File: config.mk
export PLATFORM = sky130hd
export DESIGN_NAME = tlb_op_ctrl
export DESIGN_NICKNAME = d
export VERILOG_FILES = /design/src/rtl/mmu_pkg.sv /design/src/rtl/tlb_random_reg.sv /design/src/rtl/tlb_op_ctrl.sv
export SDC_FILE = /design/constraint.sdc
export NUM_CORES = 1
export LEC_CHECK = 0
export ABC_AREA = 1
export BUFFER_PORTS_ARGS = -buffer_cell sky130_fd_sc_hd__buf_2
export CAP_MARGIN = 20
export CORE_AREA = 4 4 219 221
export DETAILED_ROUTE_END_ITERATION = 10
export DIE_AREA = 0 0 223 225
export GPL_TIMING_DRIVEN = 0
export PLACE_DENSITY = 0.55
export SYNTH_ARGS = -nofsm -noshare
export SYNTH_HDL_FRONTEND = slang
export SYNTH_SLANG_ARGS = --single-unit
File: constraint.sdc
create_clock -name clk -period 1.7 [get_ports clk]
set_clock_uncertainty 0.1 [all_clocks]
set_input_delay 0.085 -clock clk [delete_from_list [all_inputs] [get_ports clk]]
set_output_delay 0.085 -clock clk [all_outputs]
set_load 0.005 [all_outputs]
File: src/rtl/mmu_pkg.sv
// Shared MMU types: TLB entry layout, index type and the CP0 TLB operation codes.
package mmu_pkg;

   localparam int TLB_N_ENTRIES      = 32;
   localparam int TLB_IW             = $clog2(TLB_N_ENTRIES);
   localparam int TLB_PROBE_MISS_BIT = 31;

   typedef logic [TLB_IW-1:0] tlb_index_t;

   typedef struct packed {
      logic [15:0] page_mask;
      logic [18:0] vpn2;
      logic        g;
      logic [7:0]  asid;
      logic [19:0] pfn0;
      logic [2:0]  c0;
      logic        d0;
      logic        v0;
      logic [19:0] pfn1;
      logic [2:0]  c1;
      logic        d1;
      logic        v1;
   } tlb_entry_t;

   typedef enum logic [1:0] {
      TLB_OP_TLBR  = 2'd0,
      TLB_OP_TLBWI = 2'd1,
      TLB_OP_TLBWR = 2'd2,
      TLB_OP_TLBP  = 2'd3
   } tlb_op_t;

   function automatic logic tlb_op_writes(input tlb_op_t op);
      return (op == TLB_OP_TLBWI) || (op == TLB_OP_TLBWR);
   endfunction

endpackage

File: src/rtl/tlb_random_reg.sv
// CP0 Random register: counts down from N-1 to Wired, then reloads N-1.
module tlb_random_reg
   import mmu_pkg::*;
#(
   parameter  int N_TLB_ENTRIES = 32,
   localparam int IW            = $clog2(N_TLB_ENTRIES)
) (
   input  logic          clk,
   input  logic          rst,
   input  logic [IW-1:0] wired,
   input  logic          wired_we,
   output logic [IW-1:0] random
);

   localparam logic [IW-1:0] RAND_TOP = IW'(N_TLB_ENTRIES - 1);

   logic [IW-1:0] r_random;

   // Reaching Wired (or Wired >= N-1) reloads the top, so Random never drops below Wired.
   always_ff @(posedge clk) begin
      if (rst) begin
         r_random <= RAND_TOP;
      end else if (wired_we || (r_random <= wired)) begin
         r_random <= RAND_TOP;
      end else begin
         r_random <= r_random - IW'(1);
      end
   end

   assign random = r_random;

endmodule

File: src/rtl/tlb_op_ctrl.sv
// Sequencer for TLBR/TLBWI/TLBWR/TLBP: accept, drive the TLB ports for one cycle, respond.
module tlb_op_ctrl
   import mmu_pkg::*;
#(
   parameter  int N_TLB_ENTRIES = 32,
   localparam int IW            = $clog2(N_TLB_ENTRIES)
) (
   input  logic          clk,
   input  logic          rst,
   input  logic          req_valid,
   output logic          req_ready,
   input  tlb_op_t       req_op,
   input  logic [31:0]   req_index,
   input  tlb_entry_t    req_entry,
   input  logic [31:0]   req_entry_hi,
   input  logic [IW-1:0] wired,
   input  logic          wired_we,
   output logic [IW-1:0] random,
   output logic          resp_valid,
   input  logic          resp_ready,
   output tlb_op_t       resp_op,
   output tlb_entry_t    resp_entry,
   output logic [31:0]   resp_index,
   output logic          flush,
   output logic [IW-1:0] tlbrw_index,
   output logic          tlbrw_we,
   output tlb_entry_t    tlbrw_wrdata,
   input  tlb_entry_t    tlbrw_rddata,
   output logic [31:0]   tlbp_entry_hi,
   input  logic [31:0]   tlbp_index
);

   typedef enum logic [1:0] {
      ST_IDLE = 2'd0,
      ST_EXEC = 2'd1,
      ST_RESP = 2'd2
   } state_t;

   state_t        r_state;
   state_t        w_state_next;
   tlb_op_t       r_op;
   logic [IW-1:0] r_index;
   logic [IW-1:0] r_rand;
   tlb_entry_t    r_entry;
   logic [31:0]   r_key;
   tlb_entry_t    r_resp_entry;
   logic [31:0]   r_resp_index;
   logic          r_flush;
   logic          w_accept;

   // CP0 Index is architecturally wider than the TLB; the upper bits are ignored.
   logic [31-IW:0] w_unused_index_hi;
   assign w_unused_index_hi = req_index[31:IW];

   tlb_random_reg #(
      .N_TLB_ENTRIES (N_TLB_ENTRIES)
   ) u_random (
      .clk      (clk),
      .rst      (rst),
      .wired    (wired),
      .wired_we (wired_we),
      .random   (random)
   );

   always_ff @(posedge clk) begin
      if (rst) begin
         r_state <= ST_IDLE;
      end else begin
         r_state <= w_state_next;
      end
   end

   always_comb begin
      w_state_next  = r_state;
      req_ready     = 1'b0;
      resp_valid    = 1'b0;
      tlbrw_we      = 1'b0;
      tlbrw_index   = '0;
      tlbrw_wrdata  = '0;
      tlbp_entry_hi = '0;
      case (r_state)
         ST_IDLE: begin
            req_ready = 1'b1;
            if (req_valid) begin
               w_state_next = ST_EXEC;
            end
         end
         ST_EXEC: begin
            tlbrw_we      = tlb_op_writes(r_op);
            tlbrw_index   = (r_op == TLB_OP_TLBWR) ? r_rand : r_index;
            tlbrw_wrdata  = r_entry;
            tlbp_entry_hi = r_key;
            w_state_next  = ST_RESP;
         end
         ST_RESP: begin
            resp_valid = 1'b1;
            if (resp_ready) begin
               w_state_next = ST_IDLE;
            end
         end
         default: begin
            w_state_next = ST_IDLE;
         end
      endcase
   end

   assign w_accept = (r_state == ST_IDLE) && req_valid;

   // Random is snapshotted at accept so a TLBWR targets the value seen when it issued.
   always_ff @(posedge clk) begin
      if (rst) begin
         r_op         <= TLB_OP_TLBR;
         r_index      <= '0;
         r_rand       <= '0;
         r_entry      <= '0;
         r_key        <= '0;
         r_resp_entry <= '0;
         r_resp_index <= '0;
         r_flush      <= 1'b0;
      end else begin
         r_flush <= 1'b0;
         if (w_accept) begin
            r_op    <= req_op;
            r_index <= req_index[IW-1:0];
            r_rand  <= random;
            r_entry <= req_entry;
            r_key   <= req_entry_hi;
         end
         if (r_state == ST_EXEC) begin
            r_resp_entry <= (r_op == TLB_OP_TLBR) ? tlbrw_rddata : '0;
            r_resp_index <= (r_op == TLB_OP_TLBP) ? tlbp_index : '0;
            r_flush      <= tlb_op_writes(r_op);
         end
      end
   end

   assign resp_op    = r_op;
   assign resp_entry = r_resp_entry;
   assign resp_index = r_resp_index;
   assign flush      = r_flush;

endmodule

==> summary.md <==
| Metric | Value |
|---|---|
| Clock root buffer | `clkbuf_16` |
| Layout area overhead | `79.88%` |
| Count leader, synth | `dfxtp_1` |
| Worst Path Buf+Inv | `4` |
| Starting Density | `around 23%` |
| Top Family by Delay on Critical Path | `buffers and inverters` |
| DP Wirelength | `between 30000 and 40000 microns` |
| R2R Path End | `r_entry[2]$_SDFFE_PP0P_` |
| Number of global-route vias before repair | `between 10000 and 15000` |
| Die Y | `225 microns` |
| Critical Path Source Type | `register` |
| Fin area | `roughly 19000 sq um` |
| Post-synth top area share | `50.74%` |
| DRT iter0 DRCs | `around 640` |
| Slew Viols, Final | `0` |
| WL final | `between 40000 and 50000 microns` |
| Outcome | `finished, violations left` |
| Crit path max fanout | `5` |
| Worst-Skew Late Latency | `0.57 ns` |
| Layout Nets | `~2500` |
| Hold Crit Class | `primary input to register` |
| Worst Setup SP | `r_state[1]$_SDFFE_PP0P_` |
| Placed Cells | `2522` |
| CP Data Arrival Time | `between 1.5 and 2 ns` |
| Pwr dens | `between 800 and 900 nW/um^2` |
| R2r startpoint | `r_state[0]$_SDFFE_PP0P_` |
| Layout Cells excl Fill | `2858` |
| Mapped cell area | `~11000 sq um` |
| Peak VDD IR | `around 0.7 mV` |
| DP Worst Slack | `-0.3430 ns` |
| Number of synthesized register bits | `approximately 270` |
| Critical Path Stages | `6` |
| Critical path cell sequence | `inv_4, nand2_8, buf_12, buf_16, a21oi_4, buf_2` |
| DRC | `0` |
| Cell Rows | `79` |
| Rel. slew slack | `a little over half` |
| Syn nets | `1684` |
| CORE AREA | `approximately 46000 sq um` |
| Die area | `~50000 sq um` |
| Routed vias | `about 13000` |
| Drt pass-1 iters | `5` |
| Most frequent cells after synthesis | `dfxtp_1 (272), a21oi_1 (262), nor2_1 (150)` |
| Min cycle time layout | `around 1.9 ns` |
| Setup slack after layout | `-0.1602 ns` |
| Slowest-stage cell, CP | `dfxtp_4` |
| Ys Warns | `0` |
| R2r setup slk | `0 ns` |
| Synth area leader | `dfxtp_1` |
| Post-synthesis sequential area ratio | `approximately 50%` |
| Area contributors post-synth | `dfxtp_1 (51%), a21oi_1 (12%), nor2_1 (5.2%)` |
| Critical Path Sink Type | `output port` |
| Post-layout util | `41.82%` |
| Die Wd | `about 220 microns` |
| Failing checks | `negative setup slack` |
| Layout fillers | `approximately 4500` |
| Cts bufs inserted | `30` |
| Hold Path Origin | `rst` |
| Avg WL per Cell | `~17 microns` |
| Layout cells sized above 1 | `37.84%` |
| Pleak | `~0.0084 uW` |
| CTS tree | `built` |
| Worst Tran Pin Value | `approximately 0.70 ns` |
| RePlAce Congestion | `just over 0.9` |
| Ports | `about 560` |
| Hold Crit Endpoint | `r_entry[67]$_SDFFE_PP0P_` |
| R2R cell count | `6` |
| Unrepaired setup endpoints after global routing | `true` |
| Mean Syn Cell Area | `between 7 and 8 sq um` |
| Critical path class | `register to output port` |
| Post-route ant nets | `0` |
| Fin crit share | `109.4%` |
| H-tree depth | `1` |
| Cell Area, Placed | `14170 sq um` |
| Clock transition at the registers of the reported paths | `~0.060 ns` |
| Largest net degree at the start of global routing | `15` |
| Vias/cell | `between 4 and 5` |
| Req. time, crit path | `approximately 1.5 ns` |
| GRT Total Usage | `18.11%` |
| Buffers on Ports | `roughly 540` |
| GRT overflow | `0` |
| Mapped Cells | `about 1400` |
| Max Buffers Root-to-Sink | `3` |
| CTS sink count | `roughly 270` |
| Initial antenna violation count | `7` |
| Asr flop ratio synth | `0%` |
| Final setup fails | `132` |
| Post-synth EDFFs | `0` |
| Max Clock Freq | `between 500 and 600 MHz` |
| First-pass GRT wire length | `72770 microns` |
| Crit-path max cell delay | `approximately 0.35 ns` |
| Max capacitance violation total | `0` |
| Synth cell types | `24` |
| WHS Path Cells | `5` |
| Fin. Hold Viols | `0` |
| Synth Flop Type | `dfxtp_1` |
-- flip-flops by register name, summed over array words and instances, names as in the netlist --
name             cells
resp_op              2
r_entry             94
resp_index          32
r_index              5
r_key               32
flush                1
u_random.random      5
resp_entry          94
r_state              2
r_rand               5
-- through the flow --
step	TNS [ns]	hold slack (ns)	total power [uW]
5_1_grt	-32.12	0.04140	17840
6_report	-14.80	0.04270	17100
3_5_place_dp	-25.50	0.2323	9229
4_1_cts	-20.99	0.008034	17140
2_1_floorplan	0	0.1282	8181
3_3_place_gp	-23.21	0.2268	9197
-- placed cells by master (no fill, tap or decap), types with 4 or more instances in the layout --
cell / n
inv_1: 139
buf_16: 7
nand3_1: 104
clkbuf_4: 4
nand2_2: 4
nand2_1: 143
clkbuf_16: 33
inv_4: 4
bufinv_16: 4
dfxtp_1: 268
buf_2: 548
ha_1: 6
nor2_1: 38
dfxtp_4: 4
nor2_4: 67
clkbuf_2: 7
clkbuf_1: 34
buf_12: 14
o21ai_0: 101
buf_6: 34
buf_4: 7
nand3_2: 30
o21ai_1: 37
clkinv_2: 8
clkbuf_8: 8
a21oi_1: 257
nor2_2: 46
dlygate4sd3_1: 266
-- area by class of cell --
type / instances / area, sq um / share of cell area [%]
clock inverters: 16 / 191.4 / 0.9917
inverters: 147 / 571.8 / 2.962
flip-flops and latches: 272 / 5460 / 28.29
well taps: 607 / 759.5 / 3.934
plain buffers: 112 / 889.6 / 4.609
repair buffers: 814 / 5712 / 29.59
diodes: 2 / 5.005 / 0.02593
multi-input cells: 848 / 4825 / 24.99
clock buffers: 40 / 889.6 / 4.609
-- logic make-up (layout without fill, tap and decap cells) --
| logic type | count (synthesis) | count (layout) | synth area share, % |
|---|---|---|---|
| and+or+nand+nor | 438 | 438 | 18.53 |
| AOI/OAI and AO/OA | 400 | 400 | 18.65 |
| DFF | 272 | 272 | 50.74 |
| buffers and inverters | 259 | 1129 | 10.95 |
| adders and majority gates | 9 | 9 | 1.049 |
| xor gates and xnor gates | 1 | 1 | 0.08163 |
| other | 0 | 2 | 0 |
-- worst max path at each step --
stage,slack [ns],to
final,-0.16,tlbrw_index[3]
after global routing,-0.25,tlbrw_wrdata[36]
after CTS,-0.21,tlbrw_wrdata[25]
after detailed placement,-0.34,resp_entry[18]$_SDFFE_PP0P_
after global placement,-0.34,resp_entry[48]$_SDFFE_PP0P_
after floorplan,0.26,resp_entry[40]$_SDFFE_PP0P_
-- tightest hold or removal path, cell delays in order --
cell      delay, ns
buf_2          0.18
inv_2          0.07
clkbuf_2       0.19
o21ai_0        0.11
a21oi_1        0.04
-- per-layer routing --
metal	vias to the layer above	GRT usage [%]	wire, microns	part of all wire (%)
met4	0	5.409	1853	3.7
met5	-	0	0	0
met2	564	33.33	24930	50
li1	6206	-	-	-
met3	93	4.338	3526	7.1
met1	5984	20.85	19190	39
-- report_power, final --
part | leakage (uW) | total (uW) | internal [uW] | switching, uW
combinational | 0.00567 | 3150 | 1440 | 1710
clock | 0.000534 | 7040 | 4270 | 2770
sequential | 0.00223 | 6910 | 6770 | 143
-- repair_timing --
action,in CTS,in global routing
buffers inserted,3,1
endpoints found under the setup margin,248,294
gates cloned,6,2
pin swaps,4,3
gates resized for setup,237,93
hold endpoints to repair,265,0
hold buffers,266,0
Power figures use the tool's default switching activity.
